### config.mk
export PLATFORM = sky130hd
export DESIGN_NAME = wb_initiator
export DESIGN_NICKNAME = d
export VERILOG_FILES = /design/src/rtl/wb_initiator.sv
export SDC_FILE = /design/constraint.sdc
export NUM_CORES = 1
export LEC_CHECK = 0
export ABC_CLOCK_PERIOD_IN_PS = 2250
export CAP_MARGIN = 40
export CORE_MARGIN = 2
export CORE_UTILIZATION = 40
export CTS_CLUSTER_DIAMETER = 30
export DETAILED_ROUTE_END_ITERATION = 8
export MAX_ROUTING_LAYER = met4
export PLACE_DENSITY = 0.87
export RECOVER_POWER = 50
export SLEW_MARGIN = 10
export SYNTH_ARGS = -nofsm -noshare
export SYNTH_HDL_FRONTEND = slang
export SYNTH_SLANG_ARGS = --single-unit
### constraint.sdc
create_clock -name wb_clk_i -period 2.25 [get_ports wb_clk_i]
set_input_delay 0.45 -clock wb_clk_i [delete_from_list [all_inputs] [get_ports wb_clk_i]]
set_output_delay 0.45 -clock wb_clk_i [all_outputs]
set_load 0.05 [all_outputs]
### src/rtl/wb_initiator.sv
// Wishbone classic single-transfer initiator: accepts one local command, runs it
// on the bus with an STB timeout, and returns one response per command.
module wb_initiator #(
    parameter int unsigned TIMEOUT_CYCLES = 16
) (
    input  logic        wb_clk_i,
    input  logic        reset,
    input  logic        cmd_valid,
    output logic        cmd_ready,
    input  logic        cmd_we,
    input  logic [31:0] cmd_adr,
    input  logic [31:0] cmd_dat,
    input  logic [3:0]  cmd_sel,
    output logic        rsp_valid,
    input  logic        rsp_ready,
    output logic [31:0] rsp_dat,
    output logic        rsp_timeout,
    output logic        wbm_cyc_o,
    output logic        wbm_stb_o,
    output logic        wbm_we_o,
    output logic [3:0]  wbm_sel_o,
    output logic [31:0] wbm_adr_o,
    output logic [31:0] wbm_dat_o,
    input  logic        wbm_ack_i,
    input  logic [31:0] wbm_dat_i,
    output logic [7:0]  timeout_count
);

    typedef enum logic [1:0] {
        IDLE = 2'd0,
        BUS  = 2'd1,
        RESP = 2'd2
    } state_t;

    // Counter value seen during the last allowed STB cycle.
    localparam logic [7:0] LAST_CNT = 8'(TIMEOUT_CYCLES - 1);

    state_t      state_reg, state_next;
    logic [7:0]  stb_cnt_reg, stb_cnt_next;
    logic        we_reg, we_next;
    logic [3:0]  sel_reg, sel_next;
    logic [31:0] adr_reg, adr_next;
    logic [31:0] dat_reg, dat_next;
    logic [31:0] rsp_dat_reg, rsp_dat_next;
    logic        rsp_timeout_reg, rsp_timeout_next;
    logic [7:0]  timeout_count_reg, timeout_count_next;

    always_ff @(posedge wb_clk_i) begin
        if (reset) begin
            state_reg         <= IDLE;
            stb_cnt_reg       <= 8'd0;
            we_reg            <= 1'b0;
            sel_reg           <= 4'd0;
            adr_reg           <= 32'd0;
            dat_reg           <= 32'd0;
            rsp_dat_reg       <= 32'd0;
            rsp_timeout_reg   <= 1'b0;
            timeout_count_reg <= 8'd0;
        end else begin
            state_reg         <= state_next;
            stb_cnt_reg       <= stb_cnt_next;
            we_reg            <= we_next;
            sel_reg           <= sel_next;
            adr_reg           <= adr_next;
            dat_reg           <= dat_next;
            rsp_dat_reg       <= rsp_dat_next;
            rsp_timeout_reg   <= rsp_timeout_next;
            timeout_count_reg <= timeout_count_next;
        end
    end

    always_comb begin
        state_next         = state_reg;
        stb_cnt_next       = stb_cnt_reg;
        we_next            = we_reg;
        sel_next           = sel_reg;
        adr_next           = adr_reg;
        dat_next           = dat_reg;
        rsp_dat_next       = rsp_dat_reg;
        rsp_timeout_next   = rsp_timeout_reg;
        timeout_count_next = timeout_count_reg;
        case (state_reg)
            IDLE: begin
                if (cmd_valid) begin
                    we_next      = cmd_we;
                    sel_next     = cmd_sel;
                    adr_next     = cmd_adr;
                    dat_next     = cmd_dat;
                    stb_cnt_next = 8'd0;
                    state_next   = BUS;
                end
            end
            BUS: begin
                // ACK is tested first so it wins over a coincident timeout.
                if (wbm_ack_i) begin
                    rsp_dat_next     = we_reg ? 32'd0 : wbm_dat_i;
                    rsp_timeout_next = 1'b0;
                    state_next       = RESP;
                end else if (stb_cnt_reg == LAST_CNT) begin
                    rsp_dat_next     = 32'd0;
                    rsp_timeout_next = 1'b1;
                    if (timeout_count_reg != 8'hFF) begin
                        timeout_count_next = timeout_count_reg + 8'd1;
                    end
                    state_next = RESP;
                end else begin
                    stb_cnt_next = stb_cnt_reg + 8'd1;
                end
            end
            RESP: begin
                if (rsp_ready) begin
                    state_next = IDLE;
                end
            end
            default: state_next = IDLE;
        endcase
    end

    assign cmd_ready     = (state_reg == IDLE) && !reset;
    assign wbm_cyc_o     = (state_reg == BUS);
    assign wbm_stb_o     = (state_reg == BUS);
    assign wbm_we_o      = we_reg;
    assign wbm_sel_o     = sel_reg;
    assign wbm_adr_o     = adr_reg;
    assign wbm_dat_o     = dat_reg;
    assign rsp_valid     = (state_reg == RESP);
    assign rsp_dat       = rsp_dat_reg;
    assign rsp_timeout   = rsp_timeout_reg;
    assign timeout_count = timeout_count_reg;

endmodule

**After elaboration in Yosys (flattened, before gate mapping)**

Cells that the tools add are included.

- Add/sub/neg operators: 2
- Multipliers: 0
- Div/mod/pow operators: 0
- $lt $le $gt $ge: 0
- Eq/ne operators: 9
- Shifts and indexed selects: 0
- Mux-type cells: 14
- Bitwise operators: 1
- Reduce and logical (&&, ||, !) cells: 10

Operator list:

| operator | number |
|---|---|
| $mux 32 | 3 |
| $mux 8 | 3 |
| $add 8x1->8 const B | 2 |
| $pmux 8 s2 | 1 |
| $eq 8x4->1 const B | 1 |
| $mux 2 | 4 |
| $ne 8x8->1 const B | 1 |
| $reduce_and 4->1 | 2 |
| $ne 2x2->1 const B | 3 |
| $pmux 2 s3 | 1 |
| $reduce_and 2->1 | 2 |
| $reduce_bool 2->1 | 2 |
| $ne 3x1->1 const B | 1 |
| $reduce_and 3->1 | 1 |
| $eq 2x1->1 const B | 1 |
| $eq 2x2->1 const B | 1 |
| $logic_not 2->1 | 1 |
| $mux 1 | 2 |
| $ne 2x1->1 const B | 1 |
| $logic_and 1x1->1 | 1 |
| $logic_not 1->1 | 1 |
| $not 1->1 | 1 |

- Register bits after elaboration: 120
- Bits in latches: 0
- Bits in writable memories: 0
- ROM bits: 0
- Output and inout port bits: 114
- Word-level logic and storage cells: 45
- Memories: 0

**Longest topological paths before layout**

Gate-level depths: netlist of run 1.

- Depth after elaboration: 4
- Mapped depth: 7
- Gate-level depth less buffers: 5

**Worst setup path before layout of run 1**

OpenSTA, ideal clock, no wires.

- Path kind: in2out
- From: in reset
- To: out cmd_ready
- Arrival: 1.900 ns
- Required time: 1.800 ns
- Path slack: -0.100 ns
- Stages on the path: 3
- Buffers on the path: 2
- Cell sequence: clkbuf_1 > clkbuf_1 > nor3_1

- Word-level cells in the longest chain between the ends: 2

Ends and longest elaborated chain:

| item | line | source |
|---|---|---|
| from (decl) | 7 | `input logic reset,` |
| $logic_not 1->1 | 119 | `assign cmd_ready = (state_reg == IDLE) && !reset;` |
| $logic_and 1x1->1 | 119 |  |
| to (decl) | 9 | `output logic cmd_ready,` |

Every way passes these cells.

**Final worst setup path of run 1**

- From: reg timeout_count_reg[2] (netlist: timeout_count[2])
- To: out timeout_count[2]

RTL lines:

| item | line | source |
|---|---|---|
| from (decl) | 46 | `logic [7:0] timeout_count_reg, timeout_count_next;` |
| from (signal assigned) | 68 | `timeout_count_reg <= timeout_count_next;` |
| to (decl) | 26 | `output logic [7:0] timeout_count` |

No word-level cell between the ends.

==> flow_summary.yaml, run 1 <==
outcome:
  run_status: "completed"
route:
  drtIter0Drc: 304
  routed_wl_mm: 12.5
  vias_per_cell: 5.08
  post_drt_wl_per_cell_um: 14.6
  firstDrtPassIters: 5
  drc: 0
  final_antenna_net_count: 0
  num_vias: 4373
clock_tree:
  cts_num_sinks: 120
  h-tree-depth: 4
  clkLatencyLatePin_ns: 0.50
  cts_buffers: 17
  post_cts.repair.setup_buffers: 0
  hold_buffers: 0
  clockBufferDepth: 2
  path_clk_slew_ns: 0.05
  root_buffer: "clkbuf_8"
  cts_tree: "done"
worst_setup_path:
  startpoint_type: "flip-flop"
  cp_max_fo: 5
  endpoint_kind: "output port"
  worst_path_largest_cell_delay_ns: 0.85
  required_ns: 1.80
  crit_chain: "clkdlybuf4s50_1"
  critical_path.slowest_cell: "clkdlybuf4s50_1"
  cp_top_family: "buffers and inverters"
  cp.arrival_ns: 1.75
  criticalPathCategory: "flip-flop to output port"
  critPathBufInv: 1
timing:
  clock.fmax_mhz: 455
  worst_pin_slew_ns: 0.934
  setup_tns_ns: 0
  setup_viol: 0
  rsz0062_at_grt: "no"
  post-route-min-period_ns: 2.20
  hold_viol: 0
  skew_ns: 0.00756
  fin_hold_ws_ns: 0.362
  slew_violations: 0
  slew_headroom_pct: 37.7
  finalWorstSetupSlack_ns: 0.0524
  fin_crit_sh_pct: 97.7
place:
  port_buffers: 219
  place.gp.congestion: 0.781
  place_ws_ns: 0.0932
  dpl.hpwl_mm: 9.14
  dp.cells: 829
yosys:
  synth_largest_area_cell: "dfxtp_1"
  seq_area_frac_synth_pct: 55.1
  synth_edf_count: 0
  synthDistinctLibCells: 47
  synth-seq-cells: 120
  yosys_most_used_dff: "dfxtp_1"
  synth.avg_cell_area_um2: 8.87
  syn-num-nets: 599
  synth_most_common_cell: "nand2_1"
  synthArstFlopShare_pct: 0
  synthesis.area_um2: 4360
  synth_top_area_share_pct: 55.1
  synth_area_leaders: "dfxtp_1, nand2_1, a21oi_1"
  yosys-top-cells-count: "nand2_1, dfxtp_1, a21oi_1, a22o_1, clkbuf_1"
  syn_inst: 491
  yosys_warnings: 0
final_layout:
  num_antenna_cells: 0
  final_cells: 860
  layout.nets: 816
  drive_gt1_share_pct: 7.22
  fin_util_pct: 67.7
  syn_to_final_growth_pct: 66.9
global_routing:
  grt_pass1_wl_mm: 19.6
  antenna_found_initial: 0
  grt_max_degree: 51
  grt_usage_pct: 21.6
  grt_overflow_total: 0
  grt_pass1_vias: 4278
die:
  core_area_um2: 10700
  die-area_um2: 11700
  fp-row-count: 38
  ios: 220
  start_util_pct: 40.5
  die_h_um: 108
  die_x_um: 108
min_path:
  holdCritPathClass: "input pin to flip-flop"
run:
  cap_violations: 0
pwr:
  ir_worst_vdd_mv: 0.398
  total_leakage_power_nw: 2.70
  powerDensity_nw_per_um2: 846
stage by stage:
stage	instance area [µm²]	power, mW
global placement	6740	3.46
floorplan	4360	2.98
finish	7270	6.15
CTS	7340	6.22
global route	7270	6.38
detailed placement	6740	3.49
logic make-up (layout without fill, tap and decap cells):
| kind of cell | Yosys count | in the layout | synth area share (%) |
|---|---|---|---|
| fa+ha+maj | 2 | 2 | 0.574 |
| simple gates | 189 | 189 | 19.7 |
| mux | 1 | 1 | 0.258 |
| flops | 120 | 120 | 55.1 |
| buf+inv | 39 | 268 | 3.99 |
| compound gates | 140 | 140 | 20.3 |
cells in the final DEF (no fill, tap or decap), types with 2 or more instances in the layout:
cell type / synthesis / final
ha_1: 2 / 2
clkinv_2: 0 / 4
a211oi_1: 2 / 2
clkbuf_1: 23 / 8
nand4_1: 3 / 4
o21ai_0: 5 / 5
clkbuf_2: 0 / 3
nor2_1: 8 / 8
bufinv_16: 0 / 4
a21o_1: 2 / 2
buf_12: 0 / 5
nor2b_1: 3 / 3
nor3b_4: 1 / 2
a22o_1: 32 / 32
o211ai_1: 4 / 4
nand3_1: 8 / 9
and4b_1: 1 / 2
nand2b_1: 2 / 2
inv_1: 5 / 6
a31oi_1: 3 / 3
buf_4: 4 / 7
clkdlybuf4s50_1: 0 / 209
dfxtp_1: 120 / 120
o41ai_1: 2 / 2
clkbuf_16: 0 / 16
nand2_1: 141 / 141
clkbuf_8: 0 / 3
a22oi_1: 2 / 2
a21oi_1: 79 / 80
o31ai_1: 4 / 4
or4_1: 7 / 7
routing by layer:
metal | wire length, µm | vias up | part of all wire, % | track usage (%)
met5 | 0 | - | 0 | -
met4 | 277 | 0 | 2.2 | 10.2
met2 | 6340 | 207 | 51 | 36.8
met1 | 4950 | 2000 | 39 | 23.0
met3 | 986 | 31 | 7.9 | 6.27
li1 | - | 2135 | - | -
area by class of cell:
| class | count | area (µm²) |
|---|---|---|
| Fill cell | 824 | 3470 |
| Tap cell | 140 | 175 |
| Timing Repair Buffer | 231 | 2290 |
| Inverter | 6 | 22.5 |
| Clock inverter | 9 | 148 |
| Multi-Input combinational cell | 332 | 1780 |
| Clock buffer | 22 | 453 |
| Sequential cell | 120 | 2400 |
worst register-to-register path, delay by kind of cell, from the launching register on:
family / cells / cell delay, ns
AOI/OAI and AO/OA: 3 / 0.74
adders and majority gates: 1 / 0.24
DFF: 1 / 0.40
and+or+nand+nor: 1 / 0.30
buffers and inverters: 1 / 0.21
power breakdown:
group	total [mW]	switching (mW)	internal, mW
clock	2.72	0.878	1.84
sequential	2.30	0.0631	2.24
combinational	1.13	0.682	0.449
worst paths after layout:
kind | cells after the start | startpoint | to | slack, ns
max reg2reg | 6 | stb_cnt_reg[0] | rsp_dat[13] | 0.25
min | 3 | reset | stb_cnt_reg[0] | 0.36
min reg2reg | 2 | wbm_adr_o[7] | wbm_adr_o[7] | 0.45
max | 1 | timeout_count[2] | timeout_count[2] | 0.05
timing repair:
item / CTS / global route
gates cloned: 0 / 0
pin swaps: 0 / 0
resized for setup: 1 / 4
hold endpoints to repair: 0 / 0
setup endpoints to repair: 1 / 4
No activity file was read; power rests on OpenSTA's default activity.
==> run 2: changes to the inputs <==
Settings changed: SKIP_LAST_GASP set to 1.
==> results of run 2 <==
The final DEF is identical to that of run 1; final timing and power are the same.
==> run 3: changes to the inputs <==
Settings changed: CORE_MARGIN 2 to unset.
==> run 3 against run 2 <==
Compared with the run above: sequential cell count did not move; sequential power barely moved; core utilization rose by 1.9 points; largest power group unchanged.
==> flow_summary.yaml, run 3 (synthesized netlist as in run 1, its figures left out) <==
timing:
  rsz0062_at_grt: "no"
  fin_hold_ws_ns: 0.324
  skew_ns: 0.0152
  post-route-min-period_ns: 2.19
  worst_pin_slew_ns: 0.632
  setup_viol: 0
  slew_violations: 0
  clock.fmax_mhz: 456
  setup_tns_ns: 0
  fin_crit_sh_pct: 97.5
  hold_viol: 0
  slew_headroom_pct: 58.0
final_layout:
  layout.nets: 816
  fillCellCount: 772
  mostFrequentLayoutCells: "clkdlybuf4s50_1, nand2_1, dfxtp_1"
  drive_gt1_share_pct: 7.49
  num_antenna_cells: 0
  syn_to_final_growth_pct: 67.0
  layout_commonest_cell: "clkdlybuf4s50_1"
route:
  post_drt_wl_per_cell_um: 15.2
  routed_wl_mm: 13.1
  drc: 0
  final_antenna_net_count: 0
  drtIter0Drc: 400
  firstDrtPassIters: 4
  num_vias: 4383
  vias_per_cell: 5.11
worst_setup_path:
  startpoint_type: "flip-flop"
  reg2reg_depth: 6
  crit_chain: "clkdlybuf4s50_1"
  required_ns: 1.80
  worst_path_largest_cell_delay_ns: 0.85
  r2r_start: "state_reg[0]"
  cp_top_family: "buffers and inverters"
  criticalPathCategory: "flip-flop to output port"
  critPathBufInv: 1
  crit_start: "timeout_count[7]"
  worstReg2RegEnd: "wbm_dat_o[20]"
  cp.arrival_ns: 1.74
  r2r_setup_slack_ns: 0.19
  critPathCapture: "timeout_count[7]"
  critical_path.slowest_cell: "clkdlybuf4s50_1"
  cp_num_cells: 1
  endpoint_kind: "output port"
  cp_max_fo: 4
die:
  die-area_um2: 11300
  fp-row-count: 37
  core_area_um2: 10500
  ios: 220
  die_h_um: 106
  start_util_pct: 41.6
  die_x_um: 106
clock_tree:
  root_buffer: "clkbuf_8"
  cts_tree: "done"
  clkLatencyLatePin_ns: 0.51
  post_cts.repair.setup_buffers: 0
  path_clk_slew_ns: 0.06
  h-tree-depth: 4
  hold_buffers: 0
  cts_buffers: 17
  cts_num_sinks: 120
  clockBufferDepth: 2
place:
  dpl.hpwl_mm: 9.06
  port_buffers: 219
  place.gp.congestion: 0.833
min_path:
  holdCritPathClass: "input pin to flip-flop"
global_routing:
  grt_pass1_vias: 4246
  grt_overflow_total: 0
  grt_max_degree: 43
  grt_usage_pct: 23.3
  antenna_found_initial: 0
  grt_pass1_wl_mm: 20.2
pwr:
  powerDensity_nw_per_um2: 839
  ir_worst_vdd_mv: 0.474
  total_leakage_power_nw: 2.71
outcome:
  run_status: "completed"
run:
  cap_violations: 0
## run 3: power by group
group          total [mW]  switching [mW]  internal, mW
Sequential           2.30          0.0629          2.24
Combinational        1.13           0.685         0.450
Clock                2.67           0.933          1.74
Total                6.10            1.68          4.42
## run 3: metrics by stage
step                setup WS (ns)  cell area (µm²)  power [mW]  cells  utilization (%)
finish                     0.0564             7280        6.10    857             69.6
global route              0.00992             7280        6.34    857             69.6
global placement            0.168             6750        3.46    825             64.5
floorplan                   0.326             4360        2.98    491                -
detailed placement         0.0799             6750        3.49    825             64.5
CTS                       0.00893             7340        6.17    857             70.1
## run 3: worst min-delay path by stage
stage | from | to | depth (start not counted)
2_1_floorplan | stb_cnt_reg[0] | stb_cnt_reg[0] | 1
6_report | reset | wbm_adr_o[7] | 2
5_1_grt | reset | wbm_adr_o[6] | 2
3_5_place_dp | wbm_adr_o[16] | wbm_adr_o[16] | 2
3_3_place_gp | wbm_dat_o[3] | wbm_dat_o[3] | 2
4_1_cts | reset | wbm_adr_o[4] | 2
## run 3: layer usage
metal | share of wire, % | global-route usage (%) | vias to the layer above
met4 | 1.1 | 9.72 | 0
met2 | 51 | 39.9 | 170
met1 | 42 | 25.6 | 2060
li1 | - | - | 2141
met5 | 0 | - | -
met3 | 6.0 | 5.95 | 12
## run 3: cell type report
type	count	area (µm²)	share of cell area, %
Sequential cell	120	2400	33.0
Timing Repair Buffer	231	2310	31.7
Multi-Input combinational cell	332	1780	24.4
Inverter	6	22.5	0.309
Clock buffer	20	445	6.12
Clock inverter	12	149	2.05
Tap cell	136	170	2.34
## run 3: what timing repair did
| action | 4_1_cts | 5_1_grt |
|---|---|---|
| hold endpoints to repair | 0 | 0 |
| gates resized for setup | 4 | 3 |
| endpoints found under the setup margin | 4 | 3 |
